`src/rtl/alu_arbiter.sv`:
```
// ============================================================================
//  Module      : alu_arbiter
//  Description : Round-robin sharing of one combinational ALU between two
//                valid/ready requesters; one operation in flight, result
//                registered before it is returned on the owner's channel.
//  Revision    : 1.0  initial release
// ============================================================================
`default_nettype none

module alu_arbiter #(
    parameter int WIDTH = 32,
    parameter int OP_W  = 2
) (
    input  logic             clk,
    input  logic             rst_n,
    input  logic [1:0]       req_valid_i,
    output logic [1:0]       req_ready_o,
    input  logic [OP_W-1:0]  req_op0_i,
    input  logic [OP_W-1:0]  req_op1_i,
    input  logic [WIDTH-1:0] req_a0_i,
    input  logic [WIDTH-1:0] req_a1_i,
    input  logic [WIDTH-1:0] req_b0_i,
    input  logic [WIDTH-1:0] req_b1_i,
    output logic [1:0]       rsp_valid_o,
    input  logic [1:0]       rsp_ready_i,
    output logic [WIDTH-1:0] rsp_result_o,
    output logic [OP_W-1:0]  alu_select_o,
    output logic [WIDTH-1:0] alu_a_o,
    output logic [WIDTH-1:0] alu_b_o,
    input  logic [WIDTH-1:0] alu_result_i,
    output logic             busy_o
);

    typedef enum logic [1:0] {
        S_IDLE = 2'd0,
        S_EXEC = 2'd1,
        S_RESP = 2'd2
    } state_t;

    state_t            state_q, state_d;
    logic              owner_q, owner_d;
    logic              last_grant_q, last_grant_d;
    logic [OP_W-1:0]   alu_select_q, alu_select_d;
    logic [WIDTH-1:0]  alu_a_q, alu_a_d;
    logic [WIDTH-1:0]  alu_b_q, alu_b_d;
    logic [WIDTH-1:0]  rsp_result_q, rsp_result_d;
    logic [1:0]        rsp_valid_q, rsp_valid_d;
    logic [1:0]        req_ready;
    logic              grant;

    always_ff @(posedge clk or negedge rst_n) begin
        if (!rst_n) begin
            state_q      <= S_IDLE;
            owner_q      <= 1'b0;
            last_grant_q <= 1'b1;
            alu_select_q <= '0;
            alu_a_q      <= '0;
            alu_b_q      <= '0;
            rsp_result_q <= '0;
            rsp_valid_q  <= 2'b00;
        end else begin
            state_q      <= state_d;
            owner_q      <= owner_d;
            last_grant_q <= last_grant_d;
            alu_select_q <= alu_select_d;
            alu_a_q      <= alu_a_d;
            alu_b_q      <= alu_b_d;
            rsp_result_q <= rsp_result_d;
            rsp_valid_q  <= rsp_valid_d;
        end
    end

    always_comb begin
        state_d      = state_q;
        owner_d      = owner_q;
        last_grant_d = last_grant_q;
        alu_select_d = alu_select_q;
        alu_a_d      = alu_a_q;
        alu_b_d      = alu_b_q;
        rsp_result_d = rsp_result_q;
        rsp_valid_d  = rsp_valid_q;
        req_ready    = 2'b00;
        grant        = 1'b0;

        case (state_q)
            S_IDLE: begin
                // On contention the requester that did not win last time goes next.
                if (req_valid_i == 2'b11) begin
                    grant = ~last_grant_q;
                end else begin
                    grant = req_valid_i[1];
                end
                if (|req_valid_i) begin
                    req_ready    = grant ? 2'b10 : 2'b01;
                    state_d      = S_EXEC;
                    owner_d      = grant;
                    last_grant_d = grant;
                    alu_select_d = grant ? req_op1_i : req_op0_i;
                    alu_a_d      = grant ? req_a1_i  : req_a0_i;
                    alu_b_d      = grant ? req_b1_i  : req_b0_i;
                end
            end
            S_EXEC: begin
                rsp_result_d = alu_result_i;
                rsp_valid_d  = owner_q ? 2'b10 : 2'b01;
                state_d      = S_RESP;
            end
            S_RESP: begin
                if (rsp_ready_i[owner_q]) begin
                    rsp_valid_d = 2'b00;
                    state_d     = S_IDLE;
                end
            end
            default: begin
                state_d = S_IDLE;
            end
        endcase
    end

    assign req_ready_o  = req_ready;
    assign rsp_valid_o  = rsp_valid_q;
    assign rsp_result_o = rsp_result_q;
    assign alu_select_o = alu_select_q;
    assign alu_a_o      = alu_a_q;
    assign alu_b_o      = alu_b_q;
    assign busy_o       = (state_q != S_IDLE);

endmodule

`default_nettype wire

```
`config.mk`:
```
export PLATFORM = sky130hd
export DESIGN_NAME = alu_arbiter
export DESIGN_NICKNAME = d
export VERILOG_FILES = /design/src/rtl/alu_arbiter.sv
export SDC_FILE = /design/constraint.sdc
export NUM_CORES = 1
export LEC_CHECK = 0
export ABC_AREA = 0
export BUFFER_PORTS_ARGS = -buffer_cell sky130_fd_sc_hd__buf_2
export CORE_ASPECT_RATIO = 0.8
export CORE_MARGIN = 2
export CORE_UTILIZATION = 28
export DETAILED_ROUTE_END_ITERATION = 7
export SKIP_CTS_REPAIR_TIMING = 1
export SLEW_MARGIN = 20
export SYNTH_ARGS = -nofsm -noshare
export SYNTH_HDL_FRONTEND = slang
export SYNTH_SLANG_ARGS = --single-unit
export TNS_END_PERCENT = 20
```
`constraint.sdc`:
```
create_clock -name clk -period 1.7 [get_ports clk]
set_clock_uncertainty 0.2 [all_clocks]
set_input_delay 0.34 -clock clk [delete_from_list [all_inputs] [get_ports clk]]
set_output_delay 0.34 -clock clk [all_outputs]
set_load 0.005 [all_outputs]
```
* After elaboration in Yosys (flattened, before gate mapping) *
Index checks and enable logic that the tools add are counted.

storage, ports and cells
  input port bits = 170
  word-level logic and storage cells = 37
  output and inout bits = 103
  bits in registers = 104

operators by class
  mux-type cells = 15
  bitwise operators = 1
  reductions and logical operators = 7
  equality and inequality tests = 5
  order comparisons = 1

operators with widths
  operator              number
  $mux W32              2
  $mux W2               7
  $pmux W2 S3           1
  $reduce_and A2 Y1     3
  $eq A2 B2 Y1 const B  2
  $mux W1               4
  $ne A2 B2 Y1 const B  2
  $pmux W2 S2           1
  $reduce_bool A2 Y1    2
  $eq A2 B1 Y1 const B  1
  $logic_not A2 Y1      1
  $lt A1 B2 Y1 const B  1
  $reduce_or A2 Y1      1
  $not A1 Y1            1

* Logic depth before layout (Yosys ltp) *
Gate-level depths: netlist of the first run.

  depth in word-level cells = 6
  gate-level depth with buffers = 6
  gate-level depth less buffers = 4

* Worst setup path before layout of the first run *
Ideal clock, no wire load.

  path type = reg2reg
  start = register last_grant_q
  end = register alu_b_q[21], in the netlist alu_b_o[21]
  data required time = 1374 ps
  setup slack = 6 ps
  buffers on the path = 3
  period minus slack after synthesis = 1694 ps
  library setup time = 126 ps
  stages on the path, launching flop included = 7
  arrival = 1368 ps
  cells stage by stage = dfstp_2 > nand2_1 > and3_1 > buf_2 > buf_6 > buf_6 > a221o_1

on the way
  longest elaborated chain between the ends = 4

RTL lines
  item                      line  source
  start: declaration        42    logic last_grant_q, last_grant_d;
  start signal: assignment  64    last_grant_q <= last_grant_d;
  $not A1 Y1                89    grant = ~last_grant_q;
  $mux W1                   88    if (req_valid_i == 2'b11) begin
  $mux W1                   85    case (state_q)
  $mux W32                  100   alu_b_d = grant ? req_b1_i : req_b0_i;
  end signal: assignment    67    alu_b_q <= alu_b_d;
  end: declaration          45    logic [WIDTH-1:0] alu_b_q, alu_b_d;

Every way passes these cells. The select of a mux whose other input is x is not followed.
A chain may end at the register's enable or synchronous reset.

* Final worst setup path of the first run *
  start = register state_q[1]
  end = output port req_ready_o[1]

on the way
  longest elaborated chain between the ends = 2

RTL lines
  item                      line  source
  start: declaration        40    state_t state_q, state_d;
  start signal: assignment  62    state_q <= state_d;
  $logic_not A2 Y1          85
  $mux W2                   85
  end: declaration          17    output logic [1:0] req_ready_o,

Every way passes these cells.

==> metrics, run 1 <==
Pleak=~3.6 nW; initial antenna violation count=1; Post-Place Setup Slack=-0.000658 ns; CP arrival=1.31 ns; Die ar.=between 15000 and 20000 um2; RSZ-0062 raised after global routing=yes; Cell Area, Synth=4470 um2; crit-path max cell delay=0.41 ns; Avg Synthesized Cell Area=11.3 um2; hold crit path type=input port to register; H-Tree Depth=3; Die Y=117 um; VDD IR max=about 0.00054 V; fin cells=a little over 900; met2 GRT Util=26.8%; CP max FO=4; share of the synthesized area in the top cell type=around 58%; die span in x=~150 um; Slew HR=68.7%; placed cell areas=a little over 6000 um2; Tcrit/Tclk final=109%; Clock Latency Late Sink=0.35 ns; share of layout cells above drive strength 1=45.7%; diode count=0; final instance area=6870 um2; CTS buffer count=9; layer with the highest usage=met2; gr ovfl total=0; final setup vio count=50; I/O Buffers=272; flops & latches, synth=between 100 and 150; largest cells by area after synthesis=dfrtp_1 58%, a221o_1 15%, o21a_1 11%, nand2_1 8.3%, buf_6 1.5%; CTS Root Cell=clkbuf_16; dpl hpwl=approximately 11000 um; TritonCTS clock tree=done; clk sink count=between 100 and 150; synthesis-to-finish area growth=53.5%; Yosys warnings=0; vias per inst=between 4 and 5; worst slew pin tran=0.468 ns; first-pass GRT wire length=22400 um; fin crit period=approximately 1.8 ns; vias=4397; met1 usage=21.8%; outcome=finished, violations left; Crit-path slowest cell=dfrtp_1; Crit. End Element=primary output; DRC viols=0; Synth area leader=dfrtp_1; Setup WS post-layout=-0.146 ns; sequential cell area=2600 um2; critical setup path kind=register to primary output; Post-synth ARST share=between 90% and 100%; max-slew violation count=0; clk buf depth=2; CORE AREA=15700 um2; row count=41; GRT Util Overall=approximately 17%; post-synthesis sequential area ratio=roughly three fifths; Initial DRC Count=174; Post-synth EDFFs=0; critical path required time=1.16 ns; failing checks=hold timing, setup timing; worst path cell trace=nor2_4 > and3_4 > buf_6; ANT nets after route=0; pwr dens=1810 nW/um2; total of max-cap violations=0; initial core utilization=between 20% and 30%; Synth top cells by count=103 x dfrtp_1, 99 x nand2_1, 66 x a221o_1, 66 x o21a_1, 17 x clkbuf_1; Distinct cells, synth=22; final core utilization=43.7%; worst hold slack=-0.00876 ns; most numerous cell in the Yosys netlist=dfrtp_1; number of global-route vias before repair=4228; Fin. Hold Viols=4; clock slew at reported path FFs=0.07 ns; drt pass-1 iters=5; Most used DFF post-synth=dfrtp_1; WL/cell=16.8 um; io pins=273; Post-Route WL=roughly 15000 um; # placed instances=860; routability cong.=0.783; Final Net Count=859; fmax=0.542 GHz; largest net degree at the start of global routing=46; Setup crit start kind=register; synthesized instance count=396; area of the multi-input gates=about 1700 um2; Filler cells=approximately 1500; GR Util met3=5.31%; syn_nets=566
## per-layer routing
layer,routed length [um],up-vias
li1,-,2035
met1,6770,2146
met2,7110,205
met3,1270,11
met4,161,0
met5,0,-
## flip-flops by register name, indices dropped and copies added (netlist names)
name / count
alu_a_o: 32
alu_b_o: 32
alu_select_o: 2
last_grant_q: 1
owner_q: 1
rsp_result_o: 32
rsp_valid_o: 2
state_q: 2
## where the power goes
part           internal, mW  leakage [nW]  switching, mW
registers              3.71          1.28          0.681
logic                  3.13          2.14           2.78
clock network          1.16         0.137          0.951
total                  7.99          3.55           4.41
## area by class of cell
cell class              instances  share of cell area [%]
multi-input cells             251                    24.5
repair buffers                320                    29.2
flip-flops and latches        104                    37.9
clock buffers                  11                    3.39
clock inverters                 5                   0.911
well taps                     215                    3.92
inverters                       3                   0.200
## metrics by stage
step	total power [mW]	TNS, ns
after global placement	9.58	0
after CTS	12.0	-0.854
after global routing	13.3	-5.71
final	12.4	-1.75
after floorplan	7.37	0
after detailed placement	9.80	-0.000658
## final timing paths
kind	cells past startpoint	slack [ns]	startpoint	to
setup / recovery	3	-0.15	state_q[1]$_DFFE_PN0P_	req_ready_o[1]
hold / removal	3	-0.009	alu_result_i[20]	rsp_result_o[20]$_DFFE_PN0P_
setup reg to reg	6	-0.06	state_q[1]$_DFFE_PN0P_	alu_a_o[6]$_DFFE_PN0P_
hold reg to reg	2	0.28	rsp_result_o[4]$_DFFE_PN0P_	rsp_result_o[4]$_DFFE_PN0P_
max in group asynchronous	3	0.51	rst_n	alu_select_o[0]$_DFFE_PN0P_
min in group asynchronous	2	0.23	rst_n	rsp_result_o[10]$_DFFE_PN0P_
## worst max-delay path: cells and delay by family, from the launching register on
| family | cells | cell delay [ns] |
|---|---|---|
| and+or+nand+nor | 2 | 0.44 |
| DFF | 1 | 0.41 |
| buffers and inverters | 1 | 0.11 |
## kinds of logic after synthesis
group | share of synthesized area (%)
DFF | 58.2
AOI/OAI and AO/OA | 27.3
and+or+nand+nor | 9.71
buffers and inverters | 4.78
## cell usage in the layout (no fill, tap or decap)
cell	Yosys	final
buf_2	12	268
dfrtp_1	103	103
nand2_1	99	99
o21a_1	66	66
a221o_1	66	66
dlygate4sd3_1	0	24
clkbuf_16	0	12
buf_12	0	11
buf_4	0	8
buf_6	6	6
a21o_1	3	3
a21oi_1	3	3
nor2_4	0	2
and3_4	0	2
nor2b_1	3	2
inv_1	3	2
o21ai_0	2	2
clkbuf_1	17	2
inv_6	0	2
clkinvlp_4	0	2
inv_4	0	1
nand2b_1	1	1
nor2b_2	0	1
or2b_1	1	1
a221oi_1	1	1
nand3b_1	1	1
a311oi_1	1	1
bufinv_16	0	1
dfstp_2	1	1
No activity file was read; power rests on OpenSTA's default activity.
==> run 2: changes to the inputs <==
--- a/config.mk
+++ b/config.mk
@@ -5,8 +5,8 @@
 export SDC_FILE = /design/constraint.sdc
 export NUM_CORES = 1
 export LEC_CHECK = 0
-export ABC_AREA = 0
-export BUFFER_PORTS_ARGS = -buffer_cell sky130_fd_sc_hd__buf_2
+export ABC_AREA = 1
+export BUFFER_PORTS_ARGS = -buffer_cell sky130_fd_sc_hd__buf_4
 export CORE_ASPECT_RATIO = 0.8
 export CORE_MARGIN = 2
 export CORE_UTILIZATION = 28
==> metrics, run 2 <==
Synth top cells by count=440 x nand2_1, 103 x dfrtp_1, 70 x nand3_1; Die Y=122 um (+3.9%); Synth area leader=dfrtp_1; Tcrit/Tclk final=108% (-0.12 points); initial antenna violation count=0 (-1); final setup vio count=2 (-96%); die span in x=151 um (+4.0%); I/O Buffers=272 (unchanged); VDD IR max=0.000519 V (-3.3%); gr ovfl total=0 (unchanged); first-pass GRT wire length=24800 um (+11%); Most used DFF post-synth=dfrtp_1; initial core utilization=28.9% (+0.40 points); total power=12.2 mW (-1.6%); area of the multi-input gates=2050 um2 (+22%); failing checks=setup timing; Crit. End Element=primary output; clk sink count=104 (unchanged); Worst setup startpoint=state_q[0]$_DFFE_PN0P_; CTS Root Cell=clkbuf_16; row count=42 (+2.4%); met2 GRT Util=27.8% (+1.0 points); Fin. Hold Viols=0 (-4); io pins=273 (unchanged); largest net degree at the start of global routing=48 (+4.3%); routability cong.=0.749 (-4.3%); most common cell after layout, fill and taps aside=nand2_1; critical path required time=1.16 ns (about the same); number of global-route vias before repair=4775 (+13%); Post-Route WL=16600 um (+8.3%); total of max-cap violations=0 (unchanged); Post-synth EDFFs=0 (unchanged); Initial DRC Count=211 (+21%); Die ar.=18400 um2 (+8.0%); H-Tree Depth=3 (unchanged); synthesized instance count=668 (+69%); ANT nets after route=0 (unchanged); RSZ-0062 raised after global routing=yes; critical setup path kind=register to primary output; CP arrival=1.30 ns (about the same); GRT Util Overall=17.5% (+0.90 points); hold crit path type=input port to register; post-synthesis sequential area ratio=53.7% (-4.5 points); Pleak=4.54 nW (+28%); TritonCTS clock tree=done; most frequent cells in the layout=437 x nand2_1, 294 x buf_4, 103 x dfrtp_1, 70 x nand3_1, 29 x dlygate4sd3_1; Setup WS post-layout=-0.144 ns (+0.00207 ns); Avg Synthesized Cell Area=7.25 um2 (-36%); fin crit period=1.84 ns (-0.00207 ns); largest cells by area after synthesis=dfrtp_1 53%, nand2_1 34%, nand3_1 7.2%, buf_2 2.1%, clkbuf_1 1.3%; drt pass-1 iters=5 (unchanged); GR Util met3=6.89% (+1.6 points); pwr dens=1550 nW/um2 (-14%); share of the synthesized area in the top cell type=53.2% (-4.4 points); CORE AREA=16800 um2 (+6.8%); fmax=0.542 GHz (+0.11%); worst r2r src=last_grant_q$_DFFE_PN1P_; WL/cell=13.9 um (-17%); dpl hpwl=12000 um (+13%); met1 usage=22.6% (+0.80 points); Clock Latency Late Sink=0.35 ns (about the same); synthesis-to-finish area growth=62.2%; DRC viols=0 (unchanged); Worst Reg2Reg Path Length in Cells=8 (+2); Filler cells=1663 (+9.7%); clk buf depth=2 (unchanged); share of layout cells above drive strength 1=33.3% (-12 points); flops & latches, synth=104 (unchanged); diode count=0 (unchanged); max-slew violation count=0 (unchanged); HP Start=alu_result_i[4]; CP max FO=4 (unchanged); Distinct cells, synth=13 (-41%); clock slew at reported path FFs=0.07 ns (about the same); outcome=finished, violations left; Final Net Count=1136 (+32%); worst hold slack=0.000823 ns (+0.00959 ns); sequential cell area=2600 um2 (unchanged); syn_nets=838 (+48%); CTS buffer count=9 (unchanged); Yosys warnings=0 (unchanged); Cell Area, Synth=4840 um2 (+8.3%); most numerous cell in the Yosys netlist=nand2_1; Hold Path Cell Cnt=3 (unchanged); vias=5205 (+18%); Post-synth ARST share=100% (unchanged); Setup crit start kind=register; layer with the highest usage=met2; vias per inst=4.37 (-9.7%); worst slew pin tran=0.423 ns (-0.0446 ns); Slew HR=71.8% (+3.0 points)
-- run 2: changes by cell type in the layout (fill, tap and decap cells not counted), moves of 4 or more --
| cell | before | now |
|---|---|---|
| a221o_1 | 66 | 0 |
| buf_12 | 11 | 4 |
| buf_2 | 268 | 0 |
| buf_4 | 8 | 294 |
| buf_6 | 6 | 1 |
| dlygate4sd3_1 | 24 | 29 |
| nand2_1 | 99 | 437 |
| nand3_1 | 0 | 70 |
| nor2_1 | 0 | 4 |
| o21a_1 | 66 | 0 |
-- run 2: kinds of logic (layout without fill, tap and decap cells) --
group / after synthesis / in the layout / share of synthesized area (%)
AND/OR/NAND/NOR: 515 / 515 / 41.8
buffers and inverters: 48 / 351 / 4.39
AO/OA/AOI/OAI: 1 / 1 / 0.103
flip-flops: 104 / 104 / 53.7
-- run 2: stage by stage --
step | setup TNS [ns] | setup slack (ns) | cell area [um2] | util [%] | cells
finish | -0.253 | -0.144 | 7860 | 46.9 | 1191
global route | -0.382 | -0.207 | 7860 | 46.9 | 1191
CTS | -0.450 | -0.254 | 7500 | 44.7 | 1155
detailed placement | 0 | 0.117 | 7190 | 42.9 | 1139
global placement | 0 | 0.144 | 7190 | 42.9 | 1139
floorplan | 0 | 0.00720 | 4850 | - | 668
-- run 2: path summary, 6_finish.rpt --
check,slack (ns),endpoint
min in group asynchronous,0.22,rsp_result_o[30]$_DFFE_PN0P_
min,0.0008,rsp_result_o[4]$_DFFE_PN0P_
max,-0.14,req_ready_o[0]
min reg2reg,0.28,alu_b_o[7]$_DFFE_PN0P_
max in group asynchronous,0.53,last_grant_q$_DFFE_PN1P_
max reg2reg,0.10,alu_b_o[17]$_DFFE_PN0P_
-- run 2: routing by layer --
metal | share of wire, % | routed length [um]
met4 | 1.4 | 230
met1 | 44 | 7220
met5 | 0 | 0
met3 | 9.3 | 1540
met2 | 46 | 7590
-- run 2: critical path, stage by stage (launching register included) --
cell and delay (ns):
dfrtp_1 0.40, inv_1 0.07, nand2_2 0.08, nor2_4 0.15, inv_2 0.05, nor2_1 0.10, buf_4 0.12
-- run 2: power breakdown --
group	internal, mW	leakage, nW	total (mW)	switching (mW)
Clock	1.21	0.149	2.19	0.985
Sequential	3.68	1.29	4.34	0.659
Combinational	2.78	3.10	5.67	2.90
Total	7.66	4.54	12.2	4.54
-- run 2: final cells by class --
type / instances / share of cell area [%]
multi-input combinational: 516 / 26.1
sequential: 104 / 33.1
clock inverter: 6 / 0.971
timing repair buffer: 328 / 32.9
tap: 220 / 3.50
clock buffer: 10 / 3.04
inverter: 7 / 0.334
